[config.mk]
export PLATFORM = sky130hd
export DESIGN_NAME = ex_div_flat
export DESIGN_NICKNAME = d
export VERILOG_FILES = /design/src/rtl/ex_div_pkg.sv /design/src/rtl/ex_div_if.sv /design/src/rtl/ex_div_div_step.sv /design/src/rtl/ex_div.sv /design/src/flat_wrapper.sv
export SDC_FILE = /design/constraint.sdc
export NUM_CORES = 1
export LEC_CHECK = 0
export CORE_UTILIZATION = 55
export CTS_CLUSTER_SIZE = 10
export DETAILED_ROUTE_END_ITERATION = 8
export PLACE_DENSITY = 0.86
export SYNTH_ARGS = -nofsm -noshare
export SYNTH_HDL_FRONTEND = slang
export SYNTH_SLANG_ARGS = --single-unit
[constraint.sdc]
create_clock -name clk -period 3.55 [get_ports clk]
set_input_delay 0.355 -clock clk [delete_from_list [all_inputs] [get_ports clk]]
set_output_delay 0.355 -clock clk [all_outputs]
set_load 0.1 [all_outputs]
[src/rtl/ex_div_pkg.sv]
// Shared types and constants for the EX-stage integer divider.
package ex_div_pkg;

  // Divider control states.
  typedef enum logic [1:0] {
    DivFree   = 2'b00,
    DivByZero = 2'b01,
    DivOn     = 2'b10,
    DivEnd    = 2'b11
  } div_state_e;

  // Handshake levels seen on start_i and driven on ready_o.
  localparam logic DivStart          = 1'b1;
  localparam logic DivStop           = 1'b0;
  localparam logic DivResultReady    = 1'b1;
  localparam logic DivResultNotReady = 1'b0;

  // Default operand width and the {hi, lo} result bus width.
  localparam int DefDataW      = 32;
  localparam int DoubleRegBusW = 2 * DefDataW;

endpackage

[src/rtl/ex_div_if.sv]
// Request/response bundle between the EX stage and the divider.
interface ex_div_if #(
  parameter int DATA_W = 32
) ();

  logic                  start_i;
  logic                  annul_i;
  logic                  signed_div_i;
  logic [DATA_W-1:0]     opdata1_i;
  logic [DATA_W-1:0]     opdata2_i;
  logic [2*DATA_W-1:0]   result_o;
  logic                  ready_o;
  logic                  busy_o;

  // EX stage side: issues requests, consumes the result.
  modport master (
    output start_i, annul_i, signed_div_i, opdata1_i, opdata2_i,
    input  result_o, ready_o, busy_o
  );

  // Divider side.
  modport slave (
    input  start_i, annul_i, signed_div_i, opdata1_i, opdata2_i,
    output result_o, ready_o, busy_o
  );

endinterface

[src/rtl/ex_div_div_step.sv]
// One radix-2 restoring division iteration on unsigned magnitudes.
module div_step #(
  parameter int DATA_W = 32
) (
  input  logic [DATA_W-1:0] rem_i,
  input  logic [DATA_W-1:0] quo_i,
  input  logic [DATA_W-1:0] dvs_i,
  output logic [DATA_W-1:0] rem_o,
  output logic [DATA_W-1:0] quo_o
);

  logic [DATA_W:0] trial;

  // Trial-subtract the divisor from the partial remainder extended by the
  // next dividend bit; keep the difference only when it does not go negative.
  always_comb begin
    trial = {rem_i, quo_i[DATA_W-1]} - {1'b0, dvs_i};
    if (!trial[DATA_W]) begin
      rem_o = trial[DATA_W-1:0];
      quo_o = {quo_i[DATA_W-2:0], 1'b1};
    end else begin
      rem_o = {rem_i[DATA_W-2:0], quo_i[DATA_W-1]};
      quo_o = {quo_i[DATA_W-2:0], 1'b0};
    end
  end

endmodule

[src/rtl/ex_div.sv]
// Multi-cycle signed/unsigned 32-bit divider for DIV/DIVU in the EX stage.
// Result is {remainder, quotient}; one quotient bit is produced per cycle.
module ex_div
  import ex_div_pkg::*;
#(
  parameter int DATA_W = DefDataW,
  parameter int CNT_W  = 6
) (
  input  logic     clk,
  input  logic     rst,     // active-low, asynchronous
  ex_div_if.slave  div_if
);

  div_state_e          state_q, state_d;
  logic [CNT_W-1:0]    cnt_q, cnt_d;
  logic [DATA_W-1:0]   rem_q, rem_d;
  logic [DATA_W-1:0]   quo_q, quo_d;
  logic [DATA_W-1:0]   dvs_q, dvs_d;
  logic                qneg_q, qneg_d;
  logic                rneg_q, rneg_d;
  logic [2*DATA_W-1:0] result_q, result_d;
  logic                ready_q, ready_d;

  logic                a_neg, b_neg;
  logic [DATA_W-1:0]   abs_a, abs_b;
  logic [DATA_W-1:0]   step_rem, step_quo;
  logic [DATA_W-1:0]   quo_fix, rem_fix;

  // Two's complement negate; the most negative value maps onto itself,
  // which reads correctly as its unsigned magnitude.
  function automatic logic [DATA_W-1:0] negate(input logic [DATA_W-1:0] x);
    return ~x + 1'b1;
  endfunction

  div_step #(.DATA_W(DATA_W)) u_step (
    .rem_i (rem_q),
    .quo_i (quo_q),
    .dvs_i (dvs_q),
    .rem_o (step_rem),
    .quo_o (step_quo)
  );

  // Operand magnitudes and final sign correction of the unsigned result.
  always_comb begin
    a_neg   = div_if.signed_div_i & div_if.opdata1_i[DATA_W-1];
    b_neg   = div_if.signed_div_i & div_if.opdata2_i[DATA_W-1];
    abs_a   = a_neg ? negate(div_if.opdata1_i) : div_if.opdata1_i;
    abs_b   = b_neg ? negate(div_if.opdata2_i) : div_if.opdata2_i;
    quo_fix = qneg_q ? negate(quo_q) : quo_q;
    rem_fix = rneg_q ? negate(rem_q) : rem_q;
  end

  // Next-state, iteration datapath and result register control.
  always_comb begin
    state_d  = state_q;
    cnt_d    = cnt_q;
    rem_d    = rem_q;
    quo_d    = quo_q;
    dvs_d    = dvs_q;
    qneg_d   = qneg_q;
    rneg_d   = rneg_q;
    result_d = result_q;
    ready_d  = ready_q;

    case (state_q)
      DivFree: begin
        result_d = '0;
        ready_d  = DivResultNotReady;
        if (div_if.start_i == DivStart && !div_if.annul_i) begin
          // Operands are sampled on this edge only.
          rem_d  = '0;
          quo_d  = abs_a;
          dvs_d  = abs_b;
          qneg_d = a_neg ^ b_neg;
          rneg_d = a_neg;
          cnt_d  = '0;
          state_d = (div_if.opdata2_i == '0) ? DivByZero : DivOn;
        end
      end

      DivByZero: begin
        if (div_if.annul_i) begin
          state_d = DivFree;
        end else begin
          result_d = '0;
          ready_d  = DivResultReady;
          state_d  = DivEnd;
        end
      end

      DivOn: begin
        if (div_if.annul_i) begin
          result_d = '0;
          ready_d  = DivResultNotReady;
          state_d  = DivFree;
        end else if (cnt_q != CNT_W'(DATA_W)) begin
          rem_d = step_rem;
          quo_d = step_quo;
          cnt_d = cnt_q + CNT_W'(1);
        end else begin
          result_d = {rem_fix, quo_fix};
          ready_d  = DivResultReady;
          state_d  = DivEnd;
        end
      end

      DivEnd: begin
        // Result held until EX drops its request; annul has no effect here.
        if (div_if.start_i == DivStop) begin
          result_d = '0;
          ready_d  = DivResultNotReady;
          state_d  = DivFree;
        end
      end

      default: begin
        state_d = DivFree;
      end
    endcase
  end

  // State and datapath registers with asynchronous active-low clear.
  always_ff @(posedge clk or negedge rst) begin
    if (!rst) begin
      state_q  <= DivFree;
      cnt_q    <= '0;
      rem_q    <= '0;
      quo_q    <= '0;
      dvs_q    <= '0;
      qneg_q   <= 1'b0;
      rneg_q   <= 1'b0;
      result_q <= '0;
      ready_q  <= DivResultNotReady;
    end else begin
      state_q  <= state_d;
      cnt_q    <= cnt_d;
      rem_q    <= rem_d;
      quo_q    <= quo_d;
      dvs_q    <= dvs_d;
      qneg_q   <= qneg_d;
      rneg_q   <= rneg_d;
      result_q <= result_d;
      ready_q  <= ready_d;
    end
  end

  assign div_if.result_o = result_q;
  assign div_if.ready_o  = ready_q;
  assign div_if.busy_o   = (state_q != DivFree);

endmodule

[src/flat_wrapper.sv]
// flat-port wrapper written by rule: the top's interface ports become plain ports
module ex_div_flat import ex_div_pkg::*;
#(
  parameter int DATA_W = DefDataW,
  parameter int CNT_W  = 6
)
  (clk, rst, div_if_start_i, div_if_annul_i, div_if_signed_div_i, div_if_opdata1_i, div_if_opdata2_i, div_if_result_o, div_if_ready_o, div_if_busy_o);
  ex_div_if #(.DATA_W(DATA_W)) div_if_i ();
  input  logic clk;
  input  logic rst;
  input wire logic [$bits(div_if_i.start_i)-1:0] div_if_start_i;
  input wire logic [$bits(div_if_i.annul_i)-1:0] div_if_annul_i;
  input wire logic [$bits(div_if_i.signed_div_i)-1:0] div_if_signed_div_i;
  input wire logic [$bits(div_if_i.opdata1_i)-1:0] div_if_opdata1_i;
  input wire logic [$bits(div_if_i.opdata2_i)-1:0] div_if_opdata2_i;
  output wire logic [$bits(div_if_i.result_o)-1:0] div_if_result_o;
  output wire logic [$bits(div_if_i.ready_o)-1:0] div_if_ready_o;
  output wire logic [$bits(div_if_i.busy_o)-1:0] div_if_busy_o;
  assign div_if_i.start_i = div_if_start_i;
  assign div_if_i.annul_i = div_if_annul_i;
  assign div_if_i.signed_div_i = div_if_signed_div_i;
  assign div_if_i.opdata1_i = div_if_opdata1_i;
  assign div_if_i.opdata2_i = div_if_opdata2_i;
  assign div_if_result_o = div_if_i.result_o;
  assign div_if_ready_o = div_if_i.ready_o;
  assign div_if_busy_o = div_if_i.busy_o;
  ex_div #(.DATA_W(DATA_W), .CNT_W(CNT_W)) u_core (.clk(clk), .rst(rst), .div_if(div_if_i));
endmodule
Word level (Yosys, flattened, before mapping)
Cells that the tools add are included.
{"block": "totals", "ff_bits": 171, "output_inout_bits": 66, "elab_cells": 77}
{"block": "op_classes", "n_addsub": 6, "n_eq_ne": 10, "mux": 35, "n_bitwise": 7, "n_reduce_logical": 10}
{"op": "$mux W32", "n": 11}
{"op": "$mux W64", "n": 4}
{"op": "$pmux W64 S4", "n": 1}
{"op": "$add A32 B1 Y32 const B", "n": 4}
{"op": "$not A32 Y32", "n": 4}
{"op": "$pmux W32 S2", "n": 2}
{"op": "$sub A33 B32 Y33", "n": 1}
{"op": "$logic_not A32 Y1", "n": 1}
{"op": "$mux W6", "n": 3}
{"op": "$mux W2", "n": 6}
{"op": "$pmux W6 S2", "n": 1}
{"op": "$pmux W2 S4", "n": 1}
{"op": "$add A6 B1 Y6 const B", "n": 1}
{"op": "$ne A2 B2 Y1 const B", "n": 3}
{"op": "$ne A6 B6 Y1 const B", "n": 1}
{"op": "$reduce_and A3 Y1", "n": 2}
{"op": "$mux W1", "n": 5}
{"op": "$eq A2 B2 Y1 const B", "n": 2}
{"op": "$ne A2 B1 Y1 const B", "n": 2}
{"op": "$pmux W1 S4", "n": 1}
{"op": "$reduce_and A4 Y1", "n": 1}
{"op": "$reduce_bool A2 Y1", "n": 2}
{"op": "$ne A3 B3 Y1 const B", "n": 1}
{"op": "$and A1 B1 Y1", "n": 2}
{"op": "other kinds (6)", "n": 6}

Logic depth before layout (Yosys ltp)
Gate-level depths: netlist (run 1).
{"block": "logic_depth", "ltp_word": 6, "depth_mapped": 13, "depth_no_buf": 12}

Modules after synthesis
From an unflattened synthesis (run 1), not the netlist that was laid out.
{"block": "hier_totals", "hier_cells": 1421, "hier_area_um2": 11817.6}
{"module": "ex_div", "instances": 1, "cells_per_inst": 1079, "area_per_inst_um2": 9328.9}
{"module": "div_step", "instances": 1, "cells_per_inst": 342, "area_per_inst_um2": 2488.6}

Worst setup path before layout (run 1)
OpenSTA, ideal clock, no wires.
{"block": "synth_path", "path_type": "reg2reg", "from": "reg u_core.state_q[0]", "to": "reg u_core.cnt_q[0]", "setup_time_ns": 0.083, "arrival_ns": 2.930, "required_ns": 3.467, "slack_ns": 0.537, "stages_incl_launch_ff": 9, "n_path_buf": 1, "synth_period_minus_slack_ns": 3.013, "path_cell_list": "dfrtp_1 -> inv_1 -> ha_1 -> inv_1 -> nor2_1 -> a2111oi_1 -> nand2_1 -> clkbuf_1 -> o21ai_0"}
{"block": "synth_via", "elab_chain_cells": 3, "elab_cells_between_ends": 8, "cone_classes": "4 x eq/ne; 1 x mux; 3 x reduce/logical"}
{"item": "start, declared", "line": "ex_div.sv:14", "rtl": "div_state_e state_q, state_d;"}
{"item": "start signal, assigned", "line": "ex_div.sv:125", "rtl": "state_q <= DivFree;"}
{"item": "start signal, assigned", "line": "ex_div.sv:135", "rtl": "state_q <= state_d;"}
{"item": "$eq A2 B2 Y1 or $logic_not A2 Y1 (tied branches)", "line": "ex_div.sv:65", "rtl": "case (state_q)"}
{"item": "$ne A2 B1 Y1 (no line) (tied with other cells)"}
{"item": "$reduce_and A4 Y1 (no line)"}
{"item": "end signal, assigned", "line": "ex_div.sv:136", "rtl": "cnt_q <= cnt_d;"}
{"item": "end, declared", "line": "ex_div.sv:15", "rtl": "logic [CNT_W-1:0] cnt_q, cnt_d;"}
Parallel ways exist; a longest one is shown, timed or not.
A chain may end at the register's enable or synchronous reset.

Worst setup path after layout (run 1)
{"block": "layout_path", "from": "reg u_core.rem_q[8]", "to": "reg u_core.rem_q[6]"}
{"block": "layout_via", "elab_chain_cells": 5}
{"item": "start, declared", "line": "ex_div.sv:16", "rtl": "logic [DATA_W-1:0] rem_q, rem_d;"}
{"item": "start signal, assigned", "line": "ex_div.sv:137", "rtl": "rem_q <= rem_d;"}
{"item": "$sub A33 B32 Y33", "line": "ex_div_div_step.sv:17", "rtl": "trial = {rem_i, quo_i[DATA_W-1]} - {1'b0, dvs_i};"}
{"item": "$mux W32", "line": "ex_div_div_step.sv:18", "rtl": "if (!trial[DATA_W]) begin"}
{"item": "$mux W32", "line": "ex_div.sv:96", "rtl": "end else if (cnt_q != CNT_W'(DATA_W)) begin"}
{"item": "$mux W32", "line": "ex_div.sv:92", "rtl": "if (div_if.annul_i) begin"}
{"item": "$pmux W32 S2", "line": "ex_div.sv:65"}
Every way passes these cells. The select of a mux whose other input is x is not followed.

==> results.yml, run 1 <==
sta:
  rsz0062_at_grt: "no"
  layout_setup_ws_ns: 0.222
  setup_viol: 0
  slew_headroom_pct: 30.0
  whs_ns: -0.0175
  skew_ns: 0.0121
  fmax_mhz: 300
  worst_slew_pin_slew_ns: 1.05
  timing.final.crit_share_pct: 93.7
  final-hold-violation-count: 13
  fin_tns_setup_ns: 0
  period_needed_ns: 3.33
  final_max_slew_viol_count: 0
grt:
  grt_first_pass_wirelength_um: 49100
  overflow: 0
  antenna_found_initial: 0
  grt_usage_pct: 28.5
  grt_max_degree: 87
  grt_pass1_vias: 9896
detailed_routing:
  viasPerCell: 5.93
  final_antenna_net_count: 0
  dr_total_vias: 10400
  wl_per_cell_um: 16.8
  firstDrtPassIters: 6
  postRouteWirelength_um: 29400
  drc: 0
  dr.first_iter.drc_count: 875
place:
  place_ws_ns: 0.121
  dp_hpwl_um: 21700
  port_buffers: 134
  gp_congestion: 0.940
floorplanning:
  core_area_mm2: 0.0202
  die_area_mm2: 0.0212
  rows: 52
  die_h_um: 146
  start_util_pct: 56.2
  fp.dieW_um: 146
  ios: 135
setup_path:
  cp_data_arrival_time_ns: 3.60
  critPathCapture: "u_core.rem_q[6]"
  cp_max_fo: 11
  path_cells: "ha_1 -> a21o_1 -> a211o_1 -> a21oi_1 -> a211oi_1 -> nor4bb_1 -> a211oi_2 -> buf_4 -> xor2_4 -> buf_6 -> mux2i_1 -> o21ai_0"
  r2r_setup_slack_ns: 0.22
  critPathSlowestCell: "dfrtp_1"
  r2r_end: "u_core.rem_q[6]"
  crit_family: "compound AO/OA/AOI/OAI gates"
  startpoint: "u_core.rem_q[8]"
  reg2reg_depth: 12
  cp-start-kind: "flip-flop"
  cp.depth: 12
  cp.buffers_inverters: 2
  path_class: "flip-flop to flip-flop"
  reg2reg_from: "u_core.rem_q[8]"
  critPathMaxStageDelay_ns: 0.49
  cp-end-kind: "flip-flop"
  cp_data_required_time_ns: 3.82
logic_synthesis:
  yosys_warnings: 0
  async_reset_ff_share_pct: 100
  synth.distinct_cells: 74
  synthCells: 1360
  synth_common_cells: "nand2_1 (235), o21ai_0 (187), dfrtp_1 (171)"
  synth_edf_count: 0
  avgSynthCellArea_um2: 8.36
  netlist.area_leader.share_pct: 37.7
  synth_ff_type: "dfrtp_1"
  synth_area_leaders: "dfrtp_1 (38%), o21ai_0 (8.2%), nand2_1 (7.8%), xor2_1 (7.2%), ha_1 (4.6%)"
  yosysTopAreaCell: "dfrtp_1"
  synth-seq-cells: 171
  yosysSeqAreaShare_pct: 37.7
  synth_most_common_cell: "nand2_1"
  syn_area_mm2: 0.0114
  syn_nets: 1472
pwr:
  finalPower_mw: 9.69
  pwr_density_cell_mw_per_mm2: 714
  clockPowerShare_pct: 18.9
  comb_power_share_pct: 50.3
  power_leakage_nw: 5.74
  p_int_mw: 5.12
  seq_power_share_pct: 30.8
  ir_worst_vdd_mv: 0.484
  p_sw_mw: 4.57
  switching_share_pct: 47.2
final_layout:
  final_util_pct: 67.1
  diodes: 0
  final_nets: 1581
  drive_gt1_share_pct: 5.47
  area_growth_pct: 19.5
clocking:
  cts_made_buffers: 17
  root_buffer: "clkbuf_16"
  cts_tree: "built"
  clkTransAtPathRegs_ns: 0.06
  cts_htree_levels: 4
  clkLatencyLatePin_ns: 0.44
  clockBufferDepth: 2
  cts_sinks: 171
min_path:
  hold_path_class: "primary input to asynchronous set/reset pin"
run_status:
  outcome: "complete, but fails checks"
  failed_checks: "negative hold slack"
run:
  drv_cap: 0
[cells in the final DEF (no fill, tap or decap), types with 7 or more instances in the layout]
master	instances
xor2_1	93
clkbuf_16	17
clkdlybuf4s50_1	132
nand2_1	235
nand3_1	30
nor3_1	17
a21oi_1	71
nand2b_1	13
dfrtp_1	171
o21a_1	10
buf_4	20
mux2i_1	30
o21ai_0	187
nor4_1	12
inv_1	56
a21o_1	10
xnor2_1	48
o41ai_1	12
ha_1	41
nor2b_1	10
or4_1	7
nor2_1	66
o31ai_1	33
or3_1	13
o21ai_1	23
o211ai_1	14
[area by class of cell]
type / instances / area (um2)
fill: 1575 / 6660
multi-input combinational: 1065 / 6620
sequential: 171 / 4280
timing repair buffer: 157 / 1550
clock buffer: 24 / 492
tap: 270 / 338
inverter: 57 / 214
clock inverter: 8 / 83.8
[registers in the layout (all words and copies together) (netlist names)]
signal and cells:
u_core.div_if.result_o 64, u_core.dvs_q 32, u_core.qneg_q 1, u_core.div_if.ready_o 1, u_core.rem_q 32, u_core.rneg_q 1, u_core.state_q 2, u_core.quo_q 32
u_core.cnt_q 6
[worst min path at each step]
stage               cells after the start  startpoint  slack (ns)                          to
floorplan                               0         rst        0.06             u_core.cnt_q[0]
global placement                        1         rst        0.46  u_core.div_if.result_o[50]
detailed placement                      1         rst        0.47  u_core.div_if.result_o[49]
CTS                                     1         rst        0.01  u_core.div_if.result_o[49]
global route                            1         rst        0.06  u_core.div_if.result_o[49]
finish                                  1         rst       -0.02  u_core.div_if.result_o[49]
[metrics by stage]
stage                     instances  area, um2
final                          1752      13600
after global routing           1752      13600
after CTS                      1750      13600
after detailed placement       1718      13000
after global placement         1718      13000
after floorplan                1360      11400
[power by group through the flow]
stage / Sequential [mW] / Combinational (mW) / Clock, mW
3_5_place_dp: 3.01 / 4.77 / 0
5_1_grt: 3.06 / 5.34 / 1.93
2_1_floorplan: 3.48 / 3.02 / 0
4_1_cts: 2.97 / 4.82 / 1.85
3_3_place_gp: 2.96 / 4.64 / 0
6_report: 2.99 / 4.87 / 1.83
[routing by layer]
layer / share of wire, % / global-route usage [%] / wire [um] / vias up
met5: 0 / 0 / 0 / -
met4: 2.9 / 11.2 / 858 / 0
met3: 5.1 / 3.86 / 1500 / 65
met2: 47 / 46.2 / 13800 / 356
met1: 45 / 38.8 / 13200 / 4969
li1: - / - / - / 4996
[worst reg2reg max path, stage by stage, from the launching register on]
cell	delay (ns)
dfrtp_1	0.49
ha_1	0.42
a21o_1	0.24
a211o_1	0.33
a21oi_1	0.21
a211oi_1	0.11
nor4bb_1	0.36
a211oi_2	0.08
buf_4	0.17
xor2_4	0.22
buf_6	0.22
mux2i_1	0.21
o21ai_0	0.12
[kinds of logic (layout without fill, tap and decap cells)]
group                    Yosys count  count (layout)  synth area share, %
multiplexers                      32              32                 2.84
adder cells (fa/ha/maj)           43              43                 4.80
XOR/XNOR                         142             142                 11.1
AO/OA/AOI/OAI                    407             407                 21.3
flip-flops                       171             171                 37.7
AND/OR/NAND/NOR                  441             441                 18.0
buffers and inverters            124             246                 4.26
[repair_timing]
action                     in CTS  in global routing
setup endpoints to repair       0                  2
setup buffers                   0                  2
gates resized for setup         0                  2
hold buffers                    0                  0
(Power assumes the default switching activity.)
==> run 2, diff against run 1 <==
CAP_MARGIN = 30   (was default)
MAX_ROUTING_LAYER = met4   (was default)
PLACE_DENSITY = 0.85   (was 0.86)
SYNTH_HIERARCHICAL = 1   (was default)
==> results.yml, run 2 <==
sta:
  slew_headroom_pct: 31.6
  whs_ns: 0.433
  fin_tns_setup_ns: 0
  period_needed_ns: 3.36
  worst_slew_pin_slew_ns: 1.03
  final_max_slew_viol_count: 0
  fmax_mhz: 298
  rsz0062_at_grt: "no"
  final-hold-violation-count: 0
  setup_viol: 0
  timing.final.crit_share_pct: 94.6
  skew_ns: 0.00972
setup_path:
  crit_family: "compound AO/OA/AOI/OAI gates"
  startpoint: "u_core/quo_q[31]"
  reg2reg_depth: 16
  cp-start-kind: "flip-flop"
  path_class: "flip-flop to flip-flop"
  cp.buffers_inverters: 3
  cp_data_arrival_time_ns: 3.68
  r2r_setup_slack_ns: 0.19
  cp-end-kind: "flip-flop"
  critPathMaxStageDelay_ns: 0.39
  path_cells: "inv_1 -> ha_1 -> fa_1 -> and2b_1 -> o2111ai_1 -> a21oi_2 -> o2111ai_1 -> a211oi_2 -> nor2_2 -> mux2i_1 -> and2_4 -> inv_2 -> buf_4 -> mux2_4 -> nand3_1 -> nand2_1"
  cp.depth: 16
  cp_max_fo: 6
  reg2reg_from: "u_core/quo_q[31]"
  critPathSlowestCell: "fa_1"
  crit_top_cell: "o2111ai_1"
  r2r_end: "u_core/rem_q[24]"
  cp_data_required_time_ns: 3.87
  critPathCapture: "u_core/rem_q[24]"
place:
  dp_hpwl_um: 22800
  gp_congestion: 0.942
  port_buffers: 134
final_layout:
  layout_common_cells: "nand2_1 (231), o21ai_0 (171), dfrtp_1 (171)"
  final_common_cell: "nand2_1"
  drive_gt1_share_pct: 7.87
  final_nets: 1623
  area_growth_pct: 18.1
  nFillCells: 1679
  diodes: 0
  largest_reg_flops: 64
  final_util_pct: 66.4
detailed_routing:
  viasPerCell: 5.96
  postRouteWirelength_um: 30800
  firstDrtPassIters: 6
  drc: 0
  final_antenna_net_count: 0
  dr.first_iter.drc_count: 1062
  wl_per_cell_um: 17.1
  dr_total_vias: 10700
logic_synthesis:
  yosysTopAreaCell: "dfrtp_1"
  synth-seq-cells: 171
  synthCells: 1421
  syn_area_mm2: 0.0118
  synth_edf_count: 0
  synth_common_cells: "nand2_1 (232), dfrtp_1 (171), o21ai_0 (171)"
  synth.distinct_cells: 81
  synth_area_leaders: "dfrtp_1 (36%), nand2_1 (7.4%), o21ai_0 (7.2%), xor2_1 (7.1%), ha_1 (4.4%)"
  synth_ff_type: "dfrtp_1"
  netlist.area_leader.share_pct: 36.2
  yosys_warnings: 6
  avgSynthCellArea_um2: 8.32
  synth_most_common_cell: "nand2_1"
  yosysSeqAreaShare_pct: 36.2
  syn_nets: 1533
  async_reset_ff_share_pct: 100
run:
  drv_cap: 0
clocking:
  root_buffer: "clkbuf_16"
  clockBufferDepth: 2
  cts_tree: "built"
  cts_htree_levels: 4
  clkTransAtPathRegs_ns: 0.07
  cts_setup_buffers: 0
  ctsResizeCount: 0
  clkLatencyLatePin_ns: 0.44
  cts_sinks: 171
  cts_made_buffers: 17
floorplanning:
  start_util_pct: 56.2
  rows: 53
  die_area_mm2: 0.0221
  die_h_um: 149
  ios: 135
  core_area_mm2: 0.0210
  fp.dieW_um: 149
pwr:
  pwr_density_cell_mw_per_mm2: 825
  power_leakage_nw: 6.13
  ir_worst_vdd_mv: 0.473
grt:
  grt_first_pass_wirelength_um: 50200
  grt_usage_pct: 29.6
  overflow: 0
  antenna_found_initial: 0
  grt_pass1_vias: 9994
  grt_max_degree: 69
run_status:
  outcome: "completed"
min_path:
  hold_path_class: "primary input to asynchronous set/reset pin"
[run 2: cell types whose count changed after synthesis, sizes merged, moves of 7 or more]
cell | before | now
mux2 | 2 | 21
a21o | 11 | 20
nand4 | 4 | 11
nand3 | 30 | 63
nor3 | 18 | 25
a21oi | 71 | 58
buf | 6 | 40
mux2i | 30 | 8
o21ai | 210 | 196
a31oi | 5 | 16
o31ai | 36 | 26
[run 2: worst min-delay path by stage]
stage | start | to | cells after the start | slack [ns]
2_1_floorplan | rst | u_core/cnt_q[0] | 0 | 0.06
3_3_place_gp | rst | u_core/div_if.result_o[42] | 1 | 0.34
3_5_place_dp | rst | u_core/div_if.result_o[43] | 1 | 0.34
4_1_cts | rst | u_core/div_if.result_o[43] | 2 | 0.45
5_1_grt | rst | u_core/div_if.result_o[47] | 2 | 0.48
6_report | rst | u_core/div_if.result_o[47] | 2 | 0.43
[run 2: kinds of logic after synthesis]
logic type      count (synthesis)  synth area share [%]
xor+xnor                      139                  10.3
simple gates                  496                  19.8
compound gates                383                  19.6
buf+inv                       160                  6.20
fa+ha+maj                      43                  4.62
flops                         171                  36.2
mux                            29                  3.28
[run 2: power by group]
| group | switching [mW] | total, mW | internal, mW |
|---|---|---|---|
| Clock | 0.880 | 1.84 | 0.957 |
| Sequential | 0.733 | 3.17 | 2.43 |
| Combinational | 3.70 | 6.50 | 2.80 |
| Total | 5.31 | 11.5 | 6.20 |
[run 2: metal layers]
layer  track usage (%)  vias to the layer above  routed length, um
li1                  -                     5162                  -
met1              42.8                     5022              14100
met2              42.7                      496              13500
met3              4.63                       41               2670
met4              8.04                        0                473
met5                 -                        -                  0
[run 2: timing repair]
item	CTS	global route
setup endpoints to repair	0	2
hold buffers	1	0
hold endpoints to repair	50	0
[run 2: worst reg2reg max path: stages, from the launching register on]
cell	delay, ns
dfrtp_1	0.35
inv_1	0.04
ha_1	0.21
fa_1	0.40
and2b_1	0.24
o2111ai_1	0.16
a21oi_2	0.21
o2111ai_1	0.18
a211oi_2	0.28
nor2_2	0.09
mux2i_1	0.20
and2_4	0.19
inv_2	0.07
buf_4	0.18
mux2_4	0.30
nand3_1	0.08
nand2_1	0.07
[run 2: final cells by class]
| cell class | instances | area [um2] | area share, % |
|---|---|---|---|
| clock buffers | 18 | 439 | 3.15 |
| clock inverters | 14 | 146 | 1.05 |
| inverters | 58 | 218 | 1.56 |
| multi-input cells | 1090 | 6830 | 48.9 |
| flip-flops and latches | 171 | 4280 | 30.7 |
| well taps | 275 | 344 | 2.47 |
| repair buffers | 173 | 1700 | 12.2 |
[run 2: stage by stage]
| stage | std cells | power (mW) | setup slack, ns | cell area (um2) |
|---|---|---|---|---|
| 2_1_floorplan | 1421 | 7.93 | 0.388 | 11800 |
| 3_3_place_gp | 1766 | 9.30 | 0.319 | 13400 |
| 3_5_place_dp | 1766 | 9.49 | 0.229 | 13400 |
| 4_1_cts | 1799 | 11.4 | 0.181 | 14000 |
| 5_1_grt | 1799 | 12.3 | 0.0108 | 14000 |
| 6_report | 1799 | 11.5 | 0.193 | 14000 |
